<file path="config.mk">
export PLATFORM = sky130hd
export DESIGN_NAME = uart_receiver
export DESIGN_NICKNAME = d
export VERILOG_FILES = /design/src/rtl/uart_receiver.sv
export SDC_FILE = /design/constraint.sdc
export NUM_CORES = 1
export LEC_CHECK = 0
export CAP_MARGIN = 20
export CORE_MARGIN = 2
export CORE_UTILIZATION = 35
export CTS_CLUSTER_SIZE = 20
export DETAILED_ROUTE_END_ITERATION = 6
export GPL_TIMING_DRIVEN = 0
export SYNTH_ARGS = -nofsm -noshare
export SYNTH_HDL_FRONTEND = slang
export SYNTH_SLANG_ARGS = --single-unit
export TNS_END_PERCENT = 10
</file>
<file path="constraint.sdc">
create_clock -name clk -period 2.5 [get_ports clk]
set_clock_uncertainty 0.05 [all_clocks]
set_input_delay 0.375 -clock clk [delete_from_list [all_inputs] [get_ports clk]]
set_output_delay 0.375 -clock clk [all_outputs]
set_load 0.005 [all_outputs]
</file>
<file path="src/rtl/uart_receiver.sv">
// uart_receiver: 8N1 serial receiver with a ready/valid byte output.
// The RX line passes through a 2-flop synchronizer.
// A framing error gives a one-cycle pulse and the receiver then waits out the line break.
// Overrun is a sticky flag, set when a good frame arrives while the output buffer is full.
// Optional: define UART_RX_PARITY_EN for 8E1 framing. This adds a parity_err pulse output.
module uart_receiver #(
   parameter int unsigned CLOCK_FREQ       = 125_000_000,
   parameter int unsigned BAUD_RATE        = 115_200,
   parameter int unsigned SYMBOL_EDGE_TIME = CLOCK_FREQ / BAUD_RATE,  // must be >= 4
   parameter int unsigned SAMPLE_TIME      = SYMBOL_EDGE_TIME / 2
) (
   input  logic       clk,
   input  logic       rst,             // asynchronous, active low
   input  logic       serial_in,
   output logic [7:0] data_out,
   output logic       data_out_valid,
   input  logic       data_out_ready,
   output logic       frame_err,
   output logic       overrun,
   input  logic       overrun_clr
`ifdef UART_RX_PARITY_EN
   ,
   output logic       parity_err
`endif
);

   localparam int unsigned CntW = $clog2(SYMBOL_EDGE_TIME) + 1;
   localparam logic [CntW-1:0] SampleLast = CntW'(SAMPLE_TIME - 1);
   localparam logic [CntW-1:0] SymbolLast = CntW'(SYMBOL_EDGE_TIME - 1);

   typedef enum logic [2:0] {
      StIdle,
      StStart,
      StData,
      StParity,
      StStop,
      StBreak
   } state_e;

   state_e            state_q, state_d;
   logic [1:0]        sync_q;
   logic              rx_s;
   logic [CntW-1:0]   cnt_q, cnt_d;
   logic [2:0]        bit_idx_q, bit_idx_d;
   logic [7:0]        shift_q, shift_d;
   logic [7:0]        data_q, data_d;
   logic              valid_q, valid_d;
   logic              frame_err_q, frame_err_d;
   logic              overrun_q, overrun_d;
   logic              buf_free;
`ifdef UART_RX_PARITY_EN
   logic              parity_q, parity_d;
   logic              parity_err_q, parity_err_d;
   logic              parity_ok;
`endif

   assign rx_s     = sync_q[1];
   // The buffer can take a new byte if it is empty or is being drained this cycle.
   assign buf_free = !valid_q || data_out_ready;
`ifdef UART_RX_PARITY_EN
   // Even parity: the data bits and the parity bit together hold an even number of ones.
   assign parity_ok = ~^{shift_q, parity_q};
`endif

   // Synchronizer: resets to the idle-high line level.
   always_ff @(posedge clk or negedge rst) begin
      if (!rst) begin
         sync_q <= 2'b11;
      end else begin
         sync_q <= {sync_q[0], serial_in};
      end
   end

   // Next-state logic for the frame FSM, the datapath and the output handshake.
   always_comb begin
      state_d     = state_q;
      cnt_d       = cnt_q + 1'b1;
      bit_idx_d   = bit_idx_q;
      shift_d     = shift_q;
      data_d      = data_q;
      valid_d     = valid_q;
      frame_err_d = 1'b0;
      overrun_d   = overrun_q;
`ifdef UART_RX_PARITY_EN
      parity_d     = parity_q;
      parity_err_d = 1'b0;
`endif

      if (valid_q && data_out_ready) begin
         valid_d = 1'b0;
      end
      // A clear is applied first, so a set event later in this block takes priority.
      if (overrun_clr) begin
         overrun_d = 1'b0;
      end

      unique case (state_q)
         StIdle: begin
            cnt_d = '0;
            if (!rx_s) begin
               state_d = StStart;
            end
         end
         StStart: begin
            if (cnt_q == SampleLast) begin
               cnt_d     = '0;
               bit_idx_d = 3'd0;
               // A line that is high again at mid start bit was a glitch.
               state_d   = rx_s ? StIdle : StData;
            end
         end
         StData: begin
            if (cnt_q == SymbolLast) begin
               cnt_d     = '0;
               shift_d   = {rx_s, shift_q[7:1]};
               bit_idx_d = bit_idx_q + 3'd1;
               if (bit_idx_q == 3'd7) begin
`ifdef UART_RX_PARITY_EN
                  state_d = StParity;
`else
                  state_d = StStop;
`endif
               end
            end
         end
`ifdef UART_RX_PARITY_EN
         StParity: begin
            if (cnt_q == SymbolLast) begin
               cnt_d    = '0;
               parity_d = rx_s;
               state_d  = StStop;
            end
         end
`endif
         StStop: begin
            if (cnt_q == SymbolLast) begin
               cnt_d = '0;
               if (!rx_s) begin
                  frame_err_d = 1'b1;
                  state_d     = StBreak;
               end else begin
                  state_d = StIdle;
`ifdef UART_RX_PARITY_EN
                  if (!parity_ok) begin
                     parity_err_d = 1'b1;
                  end else
`endif
                  if (buf_free) begin
                     data_d  = shift_q;
                     valid_d = 1'b1;
                  end else begin
                     overrun_d = 1'b1;
                  end
               end
            end
         end
         StBreak: begin
            // Stay here while the line is held low, so a long break yields no more frames.
            cnt_d = '0;
            if (rx_s) begin
               state_d = StIdle;
            end
         end
         default: begin
            cnt_d   = '0;
            state_d = StIdle;
         end
      endcase
   end

   // State, counters and output registers.
   always_ff @(posedge clk or negedge rst) begin
      if (!rst) begin
         state_q     <= StIdle;
         cnt_q       <= '0;
         bit_idx_q   <= 3'd0;
         shift_q     <= 8'h00;
         data_q      <= 8'h00;
         valid_q     <= 1'b0;
         frame_err_q <= 1'b0;
         overrun_q   <= 1'b0;
      end else begin
         state_q     <= state_d;
         cnt_q       <= cnt_d;
         bit_idx_q   <= bit_idx_d;
         shift_q     <= shift_d;
         data_q      <= data_d;
         valid_q     <= valid_d;
         frame_err_q <= frame_err_d;
         overrun_q   <= overrun_d;
      end
   end

`ifdef UART_RX_PARITY_EN
   // Parity bit and parity error pulse.
   always_ff @(posedge clk or negedge rst) begin
      if (!rst) begin
         parity_q     <= 1'b0;
         parity_err_q <= 1'b0;
      end else begin
         parity_q     <= parity_d;
         parity_err_q <= parity_err_d;
      end
   end

   assign parity_err = parity_err_q;
`endif

   assign data_out       = data_q;
   assign data_out_valid = valid_q;
   assign frame_err      = frame_err_q;
   assign overrun        = overrun_q;

endmodule

</file>
---- Word-level counts from Yosys, hierarchy flattened ----
Index checks and enable logic that the tools add are counted.
operators by class
  mux-type cells .......................... 28
  equal/unequal tests ..................... 13
  add/sub/neg operators ................... 2
  reductions and logical operators ........ 10
operators with widths
  kind                                                                     number
  3-bit 2-to-1 mux                                                         9
  12-bit 2-to-1 mux                                                        2
  12-bit one-hot mux with 2 select lines                                   1
  3-bit one-hot mux with 5 select lines                                    1
  1-bit 2-to-1 mux                                                         13
  12-bit by 1-bit adder with 12-bit output, second input constant          1
  12-bit by 10-bit equality test with 1-bit output, second input constant  1
  12-bit by 11-bit equality test with 1-bit output, second input constant  1
  2-bit inequality test, second input constant                             6
  3-bit equality test, second input constant                               3
  3-bit one-hot mux with 2 select lines                                    1
  6-bit AND reduction                                                      1
  4-bit AND reduction                                                      1
  3-bit by 1-bit adder with 3-bit output, second input constant            1
  3-bit by 1-bit equality test with 1-bit output, second input constant    1
  3-bit by 2-bit equality test with 1-bit output, second input constant    1
  3-bit zero test                                                          1
  3-bit AND reduction                                                      1
  2-bit 2-to-1 mux                                                         1
  2-bit AND reduction                                                      1
  2-bit nonzero test                                                       1
  2-bit OR reduction                                                       1
  1-bit logical AND                                                        1
  1-bit zero test                                                          1
  1-bit logical OR                                                         1
word-level totals
  bits in registers ....................... 39
  input bits .............................. 5
  output and inout port bits .............. 11
  logic and storage cells ................. 62

---- Logic depth before layout (Yosys ltp) ----
Gate-level depths: netlist (run 1).
  depth in word-level cells ............... 6
  mapped depth ............................ 8
  depth with buffers taken out ............ 6

---- Worst setup path before layout (run 1) ----
No wires, ideal clock.
  path kind ............................... reg-to-reg
  start ................................... register cnt_q[0]
  end ..................................... register data_q[0] (netlist: data_out[0])
  stages on the path, launching flop included .. 9
  setup slack ............................. 604 ps
  library setup time ...................... 125 ps
  required time ........................... 2325 ps
  period minus slack after synthesis ...... 1896 ps
  data arrival time ....................... 1721 ps
  buffers on the path ..................... 2
  cells stage by stage .................... dfrtp_1 -> inv_1 -> ha_1 -> and3b_1 -> and4_1 -> buf_4 -> and4_4 -> buf_12 -> mux2_4
between the ends
  word-level cells in the longest chain between the ends .. 2
RTL lines
  what                                              RTL line  source
  start: declaration                                43        logic [CntW-1:0] cnt_q, cnt_d;
  start signal: assignment                          184       cnt_q <= cnt_d;
  12-bit by 11-bit equality test with 1-bit output  136       if (cnt_q == SymbolLast) begin
  4-bit AND reduction (no line)                     --
  end signal: assignment                            187       data_q <= data_d;
  end: declaration                                  46        logic [7:0] data_q, data_d;
Every way passes these cells.
A chain may end at the register's enable or synchronous reset.

---- Final worst setup path (run 1) ----
Ends and elaborated chain as after synthesis.

==> results.cfg, run 1 <==
[floorplan]
die_y_um = 75.9
start_util_pct = 35.9
rows = 26
ioPinCount = 16
die_w_um = 75.9
core-area_sq_mm = 0.00504
dieArea_sq_mm = 0.00576

[drt]
post_drt_wl_per_cell_um = 13.6
via_per_inst = 4.88
ant_nets = 0
drt-initial-drc-count = 58
dr.pass1.iters = 4
drc_errors = 0
vias = 1175
wl_um = 3280

[logic_synthesis]
syn_nets = 158
yosysTopAreaCellShare_pct = 51.1
yosysSeqAreaShare_pct = 54.0
syn_avg_cell_area_sq_um = 12.2
synth_edf_count = 0
synth_xor_xnor_area_share_pct = 4.84
ys_ff_latch = 39
synth_top_family_by_area = simple AND/OR/NAND/NOR gates
synth-main-ff-cell = dfrtp_1
synth-adder-area-share_pct = 3.46
synth_compound_area_share_pct = 4.84
synth-simple-area-share_pct = 17.6
synth.distinct_cells = 41
synth_most_common_cell = dfrtp_1
synth.area.mux_share_pct = 12.2
synth_area_sq_mm = 0.00181
synth_cells = 148
yosysWarnings = 0
yosys-top-cells-count = 37 x dfrtp_1, 17 x nor2_1, 9 x mux2_2
async_flop_share_pct = 100
netlist_top_cells_area = dfrtp_1 51%, mux2_4 6.6%, mux2_2 5.6%
synth_top_area_cell = dfrtp_1

[power_and_ir_drop]
power.leakage_nw = 0.987
p_per_area_mw_per_mm2 = 524
vdd_drop_max_v = 0.000384

[timing]
final.min_clock_period_ns = 2.04
fmax_mhz = 490
fin_setup_tns_ns = 0
rsz0062_at_grt = false
worstMarginPinSlew_ns = 0.860
timing.final.crit_share_pct = 81.6
drv_slew = 0
finalHoldViolCount = 0
max_slew_margin_pct = 42.7
finalSetupViolCount = 0

[global_route]
grt_max_degree = 40
grt-ovfl-total = 0
antenna_found_initial = 0
grt_pass1_vias = 1255
grt_pass1_wl_um = 5870
grt.total_usage_pct = 12.6

[clock_tree]
post-cts-setup-buffers = 0
cts.sinks = 39
cts_root_buf = clkbuf_8
clockBufferDepth = 2
cts_hold_buf = 0
cts_tree = done
clkTransAtPathRegs_ns = 0.08
htreeDepth = 2
cts_buffers = 5
clk_latency_ns = 0.29
post_cts_resized = 0

[layout]
areaGrowthSynthToFinish_pct = 18.6
finalNetCount = 180
n_antenna_cell = 0
layout.cells.non_filler = 241
fill_cells = 480
drive_gt1_share_pct = 20.5

[placement]
portBuffers = 15
place_hpwl_um = 2360
placed_cells = 233
globalplace.congestion = 0.844

[outcome]
outcome = finished clean

[worst_setup_path]
critPathKind = reg -> reg
r2r-start = cnt_q[0]
r2r-end = data_out[0]
start_kind = register
required_ns = 2.63
rrSetupSlack_ns = 0.46
arrival_ns = 2.17
crit_fanout = 8
endpoint_kind = register
reg2regPathDepth = 8

[worst_hold_path]
hold_class = in -> async

[run]
cap_violations = 0
state kept, by name, summed over array words and instances (netlist names):
name and flops:
bit_idx_q 3, cnt_q 12, data_out 8, data_out_valid 1, frame_err 1, overrun 1, shift_q 8, state_q 3
sync_q 2
metal layers:
layer | global-route usage, % | share of wire (%)
met4 | 4.55 | 1.5
met2 | 21.3 | 50
met5 | 0 | 0
met1 | 15.1 | 44
met3 | 3.93 | 4.1
layout by cell type, fill, tap and decap left out, types with 2 or more instances in the layout:
cell type        instances
clkdlybuf4s50_1         14
mux2_2                   9
and3b_1                  2
clkbuf_8                 7
xor2_1                   8
buf_2                    2
and2_1                   3
a22o_1                   2
nand2_1                  7
and4_1                   3
nand3_1                  7
ha_1                     5
inv_1                    5
dfstp_2                  2
nor2_1                  17
xnor2_1                  2
dfrtp_1                 37
mux2_4                   8
nand4_1                  4
nand2b_1                 3
worst max-delay path by stage:
stage,start,endpoint,slack [ns],cells past startpoint
2_1_floorplan,cnt_q[0],data_out[0],0.60,8
3_3_place_gp,rst,cnt_q[1],0.15,1
3_5_place_dp,cnt_q[0],data_out[1],0.47,8
4_1_cts,cnt_q[0],data_out[0],0.46,8
5_1_grt,cnt_q[0],data_out[0],0.33,8
6_report,cnt_q[0],data_out[0],0.46,8
critical path, cell delays in order (launching register included):
cell and delay (ns):
dfrtp_1 0.44, inv_1 0.08, ha_1 0.16, and3b_1 0.21, and4_1 0.20, buf_4 0.13
and4_4 0.22, buf_12 0.13, mux2_4 0.30
stage by stage:
| step | hold slack (ns) | cell area (sq um) | worst slack, ns | util, % | total power, mW |
|---|---|---|---|---|---|
| global route | 0.206 | 2150 | 0.332 | 42.6 | 1.17 |
| detailed placement | 0.301 | 2040 | 0.471 | 40.5 | 0.666 |
| finish | 0.140 | 2150 | 0.459 | 42.6 | 1.13 |
| floorplan | 0.0294 | 1810 | 0.604 | - | 0.647 |
| global placement | 0.298 | 2050 | 0.152 | 40.6 | 0.666 |
| CTS | 0.177 | 2150 | 0.458 | 42.6 | 1.14 |
cells by family (layout without fill, tap and decap cells):
kind of cell / count (synthesis) / count (layout)
and+or+nand+nor: 56 / 56
adders and majority gates: 5 / 5
muxes: 17 / 17
xor gates and xnor gates: 10 / 10
AOI/OAI and AO/OA: 12 / 12
buffers and inverters: 9 / 32
DFF: 39 / 39
cell type report:
class                      count  area (sq um)  area share (%)
sequential                    39           978            45.6
multi-input combinational    100           777            36.2
timing repair buffer          15           145            6.76
clock buffer                   7          96.3            4.49
tap                           70          87.6            4.08
buffer                         4          36.3            1.69
inverter                       5          18.8           0.874
clock inverter                 1          7.51           0.350
power breakdown:
| group | internal [mW] | switching, mW | total (mW) |
|---|---|---|---|
| Clock | 0.251 | 0.222 | 0.473 |
| Sequential | 0.633 | 0.00208 | 0.635 |
| Combinational | 0.00489 | 0.0122 | 0.0171 |
(Power assumes the default switching activity.)
==> inputs of run 2 (changes only) <==
- clock period: 2.5 -> 1.7 ns (I/O delays scaled with it)
==> run 2 against run 1 <==
The run now ends with setup timing left. Register-to-register slack lost 0.62 ns. Core utilization rose by 2.0 points. Hold slack got worse by 0.12 ns. Combinational power grew 49%. First-iteration DRC count down 28%. Maximum frequency grew 9.7%. Power grew 41%. Critical endpoint is now data_out[7].
==> results.cfg, run 2 (synthesized netlist as in run 1, its figures left out) <==
[global_route]
antenna_found_initial = 0
grt_pass1_wl_um = 5780
grt.total_usage_pct = 12.7
top_usage_layer = met2
grt_pass1_vias = 1239
grt-ovfl-total = 0
gr-usage-met1_pct = 14.8
met3_usage_pct = 5.00
grt_max_degree = 40
met2_usage_pct = 21.5

[run]
cap_violations = 0

[layout]
regArea_sq_um = 980
layout_commonest_cell = dfrtp_1
n_antenna_cell = 0
fill_cells = 463
layout.cells.non_filler = 248
finalNetCount = 188
largest_reg_flops = 12
drive_gt1_share_pct = 27.5
top_register = cnt_q
final_cell_mix = 36 x dfrtp_1, 15 x nor2_1, 14 x clkdlybuf4s50_1, 9 x mux2_4
multi_input_area_sq_um = 822
areaGrowthSynthToFinish_pct = 24.1

[power_and_ir_drop]
vdd_drop_max_v = 0.000412
power.leakage_nw = 1.02
p_per_area_mw_per_mm2 = 708
power.total_mw = 1.59

[timing]
fmax_mhz = 538
worst_slack_ns = -0.160
hold_slack_ns = 0.0220
finalHoldViolCount = 0
rsz0062_at_grt = true
finalSetupViolCount = 27
timing.final.crit_share_pct = 109
max_slew_margin_pct = 42.2
final.min_clock_period_ns = 1.86
worstMarginPinSlew_ns = 0.867
drv_slew = 0
fin_setup_tns_ns = -2.30

[placement]
place_hpwl_um = 2290
placed_cells = 233
globalplace.congestion = 0.810
portBuffers = 15

[drt]
drt-initial-drc-count = 42
ant_nets = 0
post_drt_wl_per_cell_um = 13.7
dr.pass1.iters = 4
wl_um = 3400
drc_errors = 0
vias = 1231
via_per_inst = 4.96

[clock_tree]
clk_latency_ns = 0.29
cts_buffers = 5
htreeDepth = 2
clkTransAtPathRegs_ns = 0.07
cts.sinks = 39
cts_root_buf = clkbuf_8
clockBufferDepth = 2
cts_tree = done

[worst_setup_path]
required_ns = 1.83
arrival_ns = 1.99
cpMaxStageDelayCell = dfrtp_2
critPathKind = reg -> reg
endpoint_kind = register
cp_cell_sequence = nor4_4 > and4_1 > and4_4 > buf_12 > mux2_4
cp_num_buf_inv = 1
start_kind = register
max_stage_delay_ns = 0.43
cpLargestDelayFamily = simple AND/OR/NAND/NOR gates
rrSetupSlack_ns = -0.16
crit_fanout = 8

[floorplan]
core-area_sq_mm = 0.00504
rows = 26
ioPinCount = 16
die_y_um = 75.9
dieArea_sq_mm = 0.00576
start_util_pct = 35.9
die_w_um = 75.9

[worst_hold_path]
hold_class = in -> async

[outcome]
violations = setup timing
outcome = complete, but fails checks
run 2: worst paths after layout:
| check | end | startpoint | depth (start not counted) |
|---|---|---|---|
| max | data_out[7] | cnt_q[6] | 5 |
| min | shift_q[2] | rst | 1 |
| max reg2reg | data_out[7] | cnt_q[6] | 5 |
| min reg2reg | sync_q[1] | sync_q[0] | 0 |
| max in group asynchronous | cnt_q[6] | rst | 1 |
| min in group clk | sync_q[1] | sync_q[0] | 0 |
run 2: repair_timing:
item	in CTS	in global routing
hold buffers	0	0
buffers inserted	7	2
gates resized for setup	11	5
pin swaps	5	6
setup endpoints to repair	29	32
run 2: per-layer routing:
| layer | vias to the layer above | wire length (um) |
|---|---|---|
| met4 | 0 | 17 |
| met5 | - | 0 |
| li1 | 576 | - |
| met3 | 4 | 133 |
| met1 | 628 | 1490 |
| met2 | 23 | 1760 |
run 2: final cells by class:
| class | count | share of cell area [%] |
|---|---|---|
| multi-input cells | 100 | 36.6 |
| clock inverters | 1 | 0.223 |
| well taps | 70 | 3.90 |
| plain buffers | 3 | 1.56 |
| repair buffers | 24 | 9.63 |
| flip-flops and latches | 39 | 43.6 |
| inverters | 5 | 0.835 |
| clock buffers | 6 | 3.67 |
run 2: worst register-to-register path: stages (launching register included):
cell     delay, ns
dfrtp_2       0.43
nor4_4        0.31
and4_1        0.29
and4_4        0.24
buf_12        0.13
mux2_4        0.30
run 2: power breakdown:
part / switching (mW) / total [mW] / internal (mW)
clock: 0.313 / 0.631 / 0.318
sequential: 0.00274 / 0.934 / 0.932
combinational: 0.0182 / 0.0254 / 0.00719
run 2: through the flow:
step | worst slack (ns) | area, sq um | util, %
finish | -0.160 | 2250 | 44.6
global route | -0.252 | 2250 | 44.6
CTS | -0.199 | 2230 | 44.2
detailed placement | -0.302 | 2050 | 40.6
global placement | -0.525 | 2050 | 40.7
floorplan | -0.178 | 1810 | -
